--- src/rtl/vend_pkg.sv ---
// Shared coin encoding, coin values and FSM state type for the vending controller.
package vend_pkg;

   typedef logic [1:0] coin_code_t;

   localparam coin_code_t COIN_NONE    = 2'b00;
   localparam coin_code_t COIN_NICKEL  = 2'b01;
   localparam coin_code_t COIN_DIME    = 2'b10;
   localparam coin_code_t COIN_QUARTER = 2'b11;

   localparam logic [6:0] VAL_NICKEL  = 7'd5;
   localparam logic [6:0] VAL_DIME    = 7'd10;
   localparam logic [6:0] VAL_QUARTER = 7'd25;

   typedef enum logic [1:0] {
      ST_IDLE    = 2'd0,
      ST_COLLECT = 2'd1,
      ST_VEND    = 2'd2,
      ST_CHANGE  = 2'd3
   } state_t;

   function automatic logic [6:0] coin_value(input coin_code_t code);
      case (code)
         COIN_NICKEL:  coin_value = VAL_NICKEL;
         COIN_DIME:    coin_value = VAL_DIME;
         COIN_QUARTER: coin_value = VAL_QUARTER;
         default:      coin_value = 7'd0;
      endcase
   endfunction

endpackage

--- src/rtl/change_picker.sv ---
// Chooses the largest change coin that fits in the given credit; none when credit is 0.
module change_picker
   import vend_pkg::*;
(
   input  logic [6:0] credit,
   output coin_code_t code,
   output logic [6:0] value
);

   always_comb begin
      code = COIN_NONE;
      if (credit >= VAL_QUARTER) begin
         code = COIN_QUARTER;
      end else if (credit >= VAL_DIME) begin
         code = COIN_DIME;
      end else if (credit != 7'd0) begin
         code = COIN_NICKEL;
      end
      value = coin_value(code);
   end

endmodule

--- src/rtl/vend_controller.sv ---
// Coin-operated vending FSM: collects credit, vends one item, pays change largest coin first.
module vend_controller
   import vend_pkg::*;
#(
   parameter int PRICE      = 35,
   parameter int CREDIT_MAX = 95
) (
   input  logic       clk,
   input  logic       reset,
   input  logic       coin_valid,
   input  logic [1:0] coin_code,
   input  logic       buy,
   input  logic       cancel,
   output logic [6:0] credit,
   output logic       coin_reject,
   output logic       vend,
   output logic       change_valid,
   output logic [1:0] change_code,
   output logic       busy
);

   localparam logic [6:0] PRICE_C      = 7'(PRICE);
   localparam logic [7:0] CREDIT_MAX_C = 8'(CREDIT_MAX);

   state_t     state_reg, state_next;
   logic [6:0] credit_reg, credit_next;
   logic       reject_reg, reject_next;
   logic       vend_reg, busy_reg, change_valid_reg;
   coin_code_t change_code_reg;

   logic       coin_in;
   logic [7:0] coin_sum;
   logic [6:0] last_coin;
   coin_code_t pick_code;
   logic [6:0] pick_value;
   logic       emit_next;

   assign coin_in   = coin_valid && (coin_code != COIN_NONE);
   assign coin_sum  = {1'b0, credit_reg} + {1'b0, coin_value(coin_code)};
   assign last_coin = coin_value(change_code_reg);

   // Picks the coin to be shown alongside next cycle's credit, so a coin and the
   // credit it is taken from appear together and vend-to-first-coin is one cycle.
   change_picker u_picker (
      .credit (credit_next),
      .code   (pick_code),
      .value  (pick_value)
   );

   always_comb begin
      state_next  = state_reg;
      credit_next = credit_reg;
      reject_next = 1'b0;
      case (state_reg)
         ST_IDLE, ST_COLLECT: begin
            if (cancel && state_reg == ST_COLLECT) begin
               state_next = ST_CHANGE;
            end else if (coin_in) begin
               if (coin_sum <= CREDIT_MAX_C) begin
                  credit_next = coin_sum[6:0];
                  state_next  = ST_COLLECT;
               end else begin
                  reject_next = 1'b1;
               end
            end else if (buy && state_reg == ST_COLLECT && credit_reg >= PRICE_C) begin
               state_next = ST_VEND;
            end
         end
         ST_VEND: begin
            reject_next = coin_in;
            credit_next = (credit_reg >= PRICE_C) ? credit_reg - PRICE_C : 7'd0;
            state_next  = (credit_next != 7'd0) ? ST_CHANGE : ST_IDLE;
         end
         ST_CHANGE: begin
            reject_next = coin_in;
            if (credit_reg == 7'd0) begin
               state_next = ST_IDLE;
            end else begin
               credit_next = (credit_reg >= last_coin) ? credit_reg - last_coin : 7'd0;
            end
         end
         default: begin
            state_next  = ST_IDLE;
            credit_next = 7'd0;
         end
      endcase
   end

   assign emit_next = (state_next == ST_CHANGE) && (credit_next != 7'd0) && (pick_value != 7'd0);

   always_ff @(posedge clk) begin
      if (reset) begin
         state_reg        <= ST_IDLE;
         credit_reg       <= 7'd0;
         reject_reg       <= 1'b0;
         vend_reg         <= 1'b0;
         busy_reg         <= 1'b0;
         change_valid_reg <= 1'b0;
         change_code_reg  <= COIN_NONE;
      end else begin
         state_reg        <= state_next;
         credit_reg       <= credit_next;
         reject_reg       <= reject_next;
         vend_reg         <= (state_next == ST_VEND);
         busy_reg         <= (state_next == ST_VEND) || (state_next == ST_CHANGE);
         change_valid_reg <= emit_next;
         change_code_reg  <= emit_next ? pick_code : COIN_NONE;
      end
   end

   assign credit       = credit_reg;
   assign coin_reject  = reject_reg;
   assign vend         = vend_reg;
   assign change_valid = change_valid_reg;
   assign change_code  = change_code_reg;
   assign busy         = busy_reg;

endmodule
--- config.mk ---
export PLATFORM = sky130hd
export DESIGN_NAME = vend_controller
export DESIGN_NICKNAME = d
export VERILOG_FILES = /design/src/rtl/vend_pkg.sv /design/src/rtl/change_picker.sv /design/src/rtl/vend_controller.sv
export SDC_FILE = /design/constraint.sdc
export NUM_CORES = 1
export LEC_CHECK = 0
export CORE_ASPECT_RATIO = 1.2
export CORE_MARGIN = 4
export CORE_UTILIZATION = 60
export DETAILED_ROUTE_END_ITERATION = 7
export DONT_BUFFER_PORTS = 1
export PLACE_DENSITY = 0.83
export RECOVER_POWER = 100
export SLEW_MARGIN = 25
export SYNTH_ARGS = -nofsm -noshare
export SYNTH_HDL_FRONTEND = slang
export SYNTH_SLANG_ARGS = --single-unit
--- constraint.sdc ---
create_clock -name clk -period 4.3 [get_ports clk]
set_clock_uncertainty 0.2 [all_clocks]
set_input_delay 1.29 -clock clk [delete_from_list [all_inputs] [get_ports clk]]
set_output_delay 1.29 -clock clk [all_outputs]
set_load 0.1 [all_outputs]
==> results.yml, run 1 <==
run_status:
  violations: "capacitance limit, slew limit"
  status: "finished, violations left"
final_layout:
  fin_util_pct: 65.2
  largest_register_ff_count: 7
  syn2layout_area_growth_pct: 2.19
  insertedDiodeCount: 0
  drive_above_1_share_pct: 10.4
  layout.nets: 224
cts:
  cts_hold_buf: 0
  cts_tree: "done"
  cts_max_level: 1
  clk_pin_slew_ns: 0.09
  cts.sinks: 15
  cts_buffer_depth: 2
  cts_buffers: 3
  cts_resized: 0
  clkLatencyLatePin_ns: 0.28
  cts_root_buf: "clkbuf_4"
  cts_setup_buffers: 0
yosys:
  synth_top_area_share_pct: 18.1
  synth-edff-count: 0
  yosysWarnings: 0
  ys_seq_area_share_pct: 18.1
  ys.flop_type: "dfxtp_1"
  synth_seq_cells: 15
  ys_types: 66
  synthCells: 199
  yosysTopAreaCell: "dfxtp_1"
  synth-async-reset-ratio_pct: 0
  synth_area_leaders: "dfxtp_1 18%, ha_1 9.0%, nor2_1 3.8%"
  syn_area_sq_um: 1660
  syn_area_per_cell_sq_um: 8.34
  synth_nets: 220
drt:
  vias: 1619
  viasPerCell: 6.89
  final_antenna_net_count: 0
  drt_iter0_drc: 103
  wl_per_cell_microns: 18.6
  wl_microns: 4370
  firstDrtPassIters: 5
  drc: 0
global_routing:
  antenna_found_initial: 0
  grt_pass1_vias: 1579
  grt_pass1_wl_microns: 7240
  track_usage_pct: 24.4
  grt_max_degree: 18
  gr-total-overflow: 0
placed_design:
  place.gp.congestion: 1.04
  port_buffers: 0
  dp_hpwl_microns: 3510
  place_ws_ns: 0.334
pwr:
  p_comb_share_pct: 52.8
  total_power_uw: 561
  p_sw_uw: 266
  leakage_uw: 0.000648
  p_seq_share_pct: 33.3
  vdd_drop_max_v: 0.000276
  power.density_nw_per_um2: 331
  p_sw_share_pct: 47.4
  power_frac_clock_pct: 13.8
  p_int_uw: 295
floorplanning:
  core_sq_um: 2600
  die_h_microns: 65.6
  die_area_sq_um: 3680
  ios: 20
  rows: 20
  start_util_pct: 63.8
  fp.dieW_microns: 56.0
worst_setup_path:
  crit_required_ns: 4.25
  cp.arrival_ns: 3.80
  crit_path_max_fanout: 8
  endpoint_kind: "flop"
  critPathKind: "reg2reg"
  start_kind: "flop"
job:
  cap_viol_max_count: 3
timing:
  min_period_ns: 3.85
  worstMarginPinSlew_ns: 1.60
  setup_viol: 0
  drv_slew: 26
  finalCritPeriodShare_pct: 89.5
  relSlewSlack_pct: -6.33
  setup_ws_ns: 0.453
  tns_ns: 0
  rsz0062_at_grt: "no"
  fmax_mhz: 260
  hold_viol: 0
hold_path:
  hp-class: "reg2reg"
[path summary, 6_finish.rpt]
path | from | endpoint | slack [ns] | cells past startpoint
hold / removal | state_reg[1] | coin_reject | 0.55 | 2
setup reg to reg | credit[3] | change_code[0] | 0.45 | 9
setup / recovery | credit[3] | change_code[0] | 0.45 | 9
hold reg to reg | state_reg[1] | coin_reject | 0.55 | 2
[synth_stat cells (all sizes together), types with 3 or more instances]
cell,n
a211oi,5
clkbuf,5
nand2,8
o211ai,4
nor4,3
a21oi,14
nand2b,5
and2,3
ha,12
nor2b,8
a31oi,3
dfxtp,15
xnor2,5
nand3,3
buf,5
a21o,7
o211a,3
nor3,3
nor2,17
o21ai,13
o21a,7
xor2,4
nand4,3
inv,6
[cells in the final DEF, fill, tap and decap left out, types with 3 or more instances in the layout]
cell      count
a211oi_1      5
nand4_1       3
a21o_1        7
dfxtp_1      15
xor2_1        4
nor2b_1       7
o21a_1        7
clkbuf_1      6
nand2b_1      4
a21oi_1      13
a31oi_1       3
nor3_1        3
clkbuf_4      3
nand3_1       3
ha_1         12
buf_4         3
nor4_1        3
nor2_1       17
o21ai_0      10
o21ai_1       3
xnor2_1       5
o211ai_1      3
inv_1         6
o211a_1       3
nand2_1       8
[per-stage QoR]
step                area, sq um  hold slack, ns  instances
finish                     1700           0.545        235
global route               1700           0.609        235
detailed placement         1720           0.533        231
CTS                        1740           0.542        235
floorplan                  1660           0.493        199
global placement           1720           0.512        231
[critical path: stages, from the launching register on]
cell	delay [ns]
dfxtp_1	0.44
clkbuf_1	1.13
nor4_1	0.32
a311oi_1	0.72
o2bb2ai_1	0.20
a211oi_1	0.08
a21boi_2	0.19
a21bo_1	0.21
o2111ai_1	0.11
o211ai_1	0.13
[routing by layer]
metal | vias up | share of wire [%] | global-route usage (%)
met3 | 14 | 7.7 | 4.91
met1 | 762 | 40 | 28.9
met4 | 0 | 3.3 | 7.72
met2 | 83 | 49 | 44.0
met5 | - | 0 | 0
li1 | 760 | - | -
[power groups by stage]
stage | combinational, uW | clock (uW) | sequential, uW
after CTS | 303 | 80.5 | 187
after floorplan | 209 | 0 | 230
after detailed placement | 301 | 0 | 190
after global routing | 319 | 86.5 | 189
final | 296 | 77.7 | 187
after global placement | 291 | 0 | 189
[cell families (layout without fill, tap and decap cells)]
| family | count (synthesis) | after routing | synth area share (%) |
|---|---|---|---|
| AOI/OAI and AO/OA | 75 | 75 | 34.9 |
| xor gates and xnor gates | 9 | 9 | 4.75 |
| adders and majority gates | 14 | 14 | 11.5 |
| buffers and inverters | 16 | 19 | 4.52 |
| DFF | 15 | 15 | 18.1 |
| muxes | 4 | 4 | 2.79 |
| and+or+nand+nor | 66 | 66 | 23.5 |
[layout make-up]
| class | instances | area, sq um |
|---|---|---|
| Clock buffer | 3 | 22.5 |
| Clock inverter | 1 | 5.00 |
| Fill cell | 250 | 906 |
| Inverter | 6 | 22.5 |
| Multi-Input combinational cell | 168 | 1260 |
| Sequential cell | 15 | 300 |
| Tap cell | 33 | 41.3 |
| Timing Repair Buffer | 9 | 45.0 |
(Power assumes the default switching activity.)
==> run 2, diff against run 1 <==
==> constraint.sdc (replaced) <==
create_clock -name clk -period 4.5 [get_ports clk]
set_clock_uncertainty 0.2 [all_clocks]
set_input_delay 1.35 -clock clk [delete_from_list [all_inputs] [get_ports clk]]
set_output_delay 1.35 -clock clk [all_outputs]
set_load 0.1 [all_outputs]
==> run 2 against run 1 <==
The run still ends with capacitance limit, slew limit left. Largest cell class unchanged. Core utilization grew 0.34 points. Hold slack improved by 0.0017 ns. Highest routed layer unchanged. Cell area is 0.52% higher. Via count decreased by 0.49%. Fmax down 3.1%. Cell count did not move. Routed wire length grew 1.2%. Sequential share of layout area is 0.091 points lower. Critical endpoint unchanged. Non-clock buffer count is the same.
==> results.yml, run 2 (synthesized netlist as in run 1, its figures left out) <==
run_status:
  status: "finished, violations left"
  violations: "capacitance limit, slew limit"
global_routing:
  antenna_found_initial: 0
  gr-total-overflow: 0
  track_usage_pct: 25.6
  grt_pass1_vias: 1676
  grt_pass1_wl_microns: 7670
  grt_max_degree: 18
placed_design:
  dp_hpwl_microns: 3450
  place.gp.congestion: 0.988
  port_buffers: 0
  dpl_cell_area_sq_um: 1720
drt:
  vias: 1611
  final_antenna_net_count: 0
  wl_per_cell_microns: 18.8
  drc: 0
  drt_iter0_drc: 81
  firstDrtPassIters: 4
  wl_microns: 4420
  viasPerCell: 6.86
worst_setup_path:
  r2r_setup_slack_ns: 0.53
  rr_worst_depth: 8
  crit_required_ns: 4.46
  start_kind: "flop"
  cp.arrival_ns: 3.93
  reg2reg_from: "credit[5]"
  crit_path_max_fanout: 15
  endpoint_kind: "flop"
  crit_path_start: "credit[5]"
  critPathCapture: "change_code[0]"
  r2r-end: "change_code[0]"
  critPathKind: "reg2reg"
cts:
  cts_tree: "done"
  cts_buffer_depth: 2
  cts_max_level: 1
  cts_resized: 0
  clk_pin_slew_ns: 0.09
  cts.sinks: 15
  cts_buffers: 3
  cts_hold_buf: 0
  clkLatencyLatePin_ns: 0.28
  cts_setup_buffers: 0
  cts_root_buf: "clkbuf_4"
floorplanning:
  die_h_microns: 65.6
  core_sq_um: 2600
  ios: 20
  die_area_sq_um: 3680
  fp.dieW_microns: 56.0
  start_util_pct: 63.8
  rows: 20
final_layout:
  insertedDiodeCount: 0
  drive_above_1_share_pct: 11.4
  mostFrequentLayoutCells: "17 x nor2_1, 15 x dfxtp_1, 12 x a21oi_1, 12 x ha_1, 11 x o21ai_0"
  syn2layout_area_growth_pct: 2.71
  layout_commonest_cell: "nor2_1"
  layout.nets: 224
  final_cell_area_sq_um: 1710
  largest_register_ff_count: 7
timing:
  finalCritPeriodShare_pct: 88.2
  min_period_ns: 3.97
  drv_slew: 23
  hold_viol: 0
  fmax_mhz: 252
  rsz0062_at_grt: "no"
  worstMarginPinSlew_ns: 1.94
  relSlewSlack_pct: -29.5
  setup_viol: 0
  tns_ns: 0
pwr:
  total_power_uw: 541
  leakage_uw: 0.000646
  power.density_nw_per_um2: 317
  vdd_drop_max_v: 0.000337
job:
  cap_viol_max_count: 2
hold_path:
  hp-class: "reg2reg"
[run 2: report_power, final]
part	switching, uW	internal [uW]	total (uW)
combinational	172	107	279
sequential	41.2	143	185
clock	43.2	33.8	77.0
total	256	284	541
[run 2: critical path, cell delays in order (launching register included)]
cell and delay (ns):
dfxtp_1 0.31, clkbuf_1 1.38, nand4_1 0.41, o211ai_2 0.36, o21ai_0 0.15, a311oi_2 0.51
a21bo_1 0.28, o2111ai_1 0.11, o211ai_1 0.13
[run 2: metal layers]
metal	share of wire, %	wire [microns]	track usage [%]	vias to the layer above
li1	-	-	-	770
met1	41	1800	30.7	749
met2	49	2150	43.9	76
met3	7.6	336	6.68	16
met4	3.1	138	9.20	0
met5	0	0	0	-
[run 2: stage by stage]
stage	hold WS, ns	util (%)	std cells	worst slack, ns
after floorplan	0.493	-	199	0.678
after global placement	0.511	66.0	231	0.620
after detailed placement	0.527	66.0	231	0.537
after CTS	0.535	67.1	235	0.782
after global routing	0.616	65.5	235	0.363
final	0.547	65.5	235	0.531
[run 2: cell type report]
cell class / count / area (sq um)
inverters: 6 / 22.5
clock buffers: 3 / 22.5
multi-input cells: 168 / 1270
clock inverters: 1 / 7.51
well taps: 33 / 41.3
fillers: 232 / 897
repair buffers: 9 / 45.0
flip-flops and latches: 15 / 300
[run 2: worst min path at each step]
stage	start	to	depth (start not counted)
after floorplan	state_reg[1]	credit[1]	4
after detailed placement	state_reg[1]	coin_reject	2
after CTS	state_reg[1]	coin_reject	2
after global placement	state_reg[1]	coin_reject	2
final	state_reg[1]	coin_reject	2
after global routing	state_reg[1]	coin_reject	2
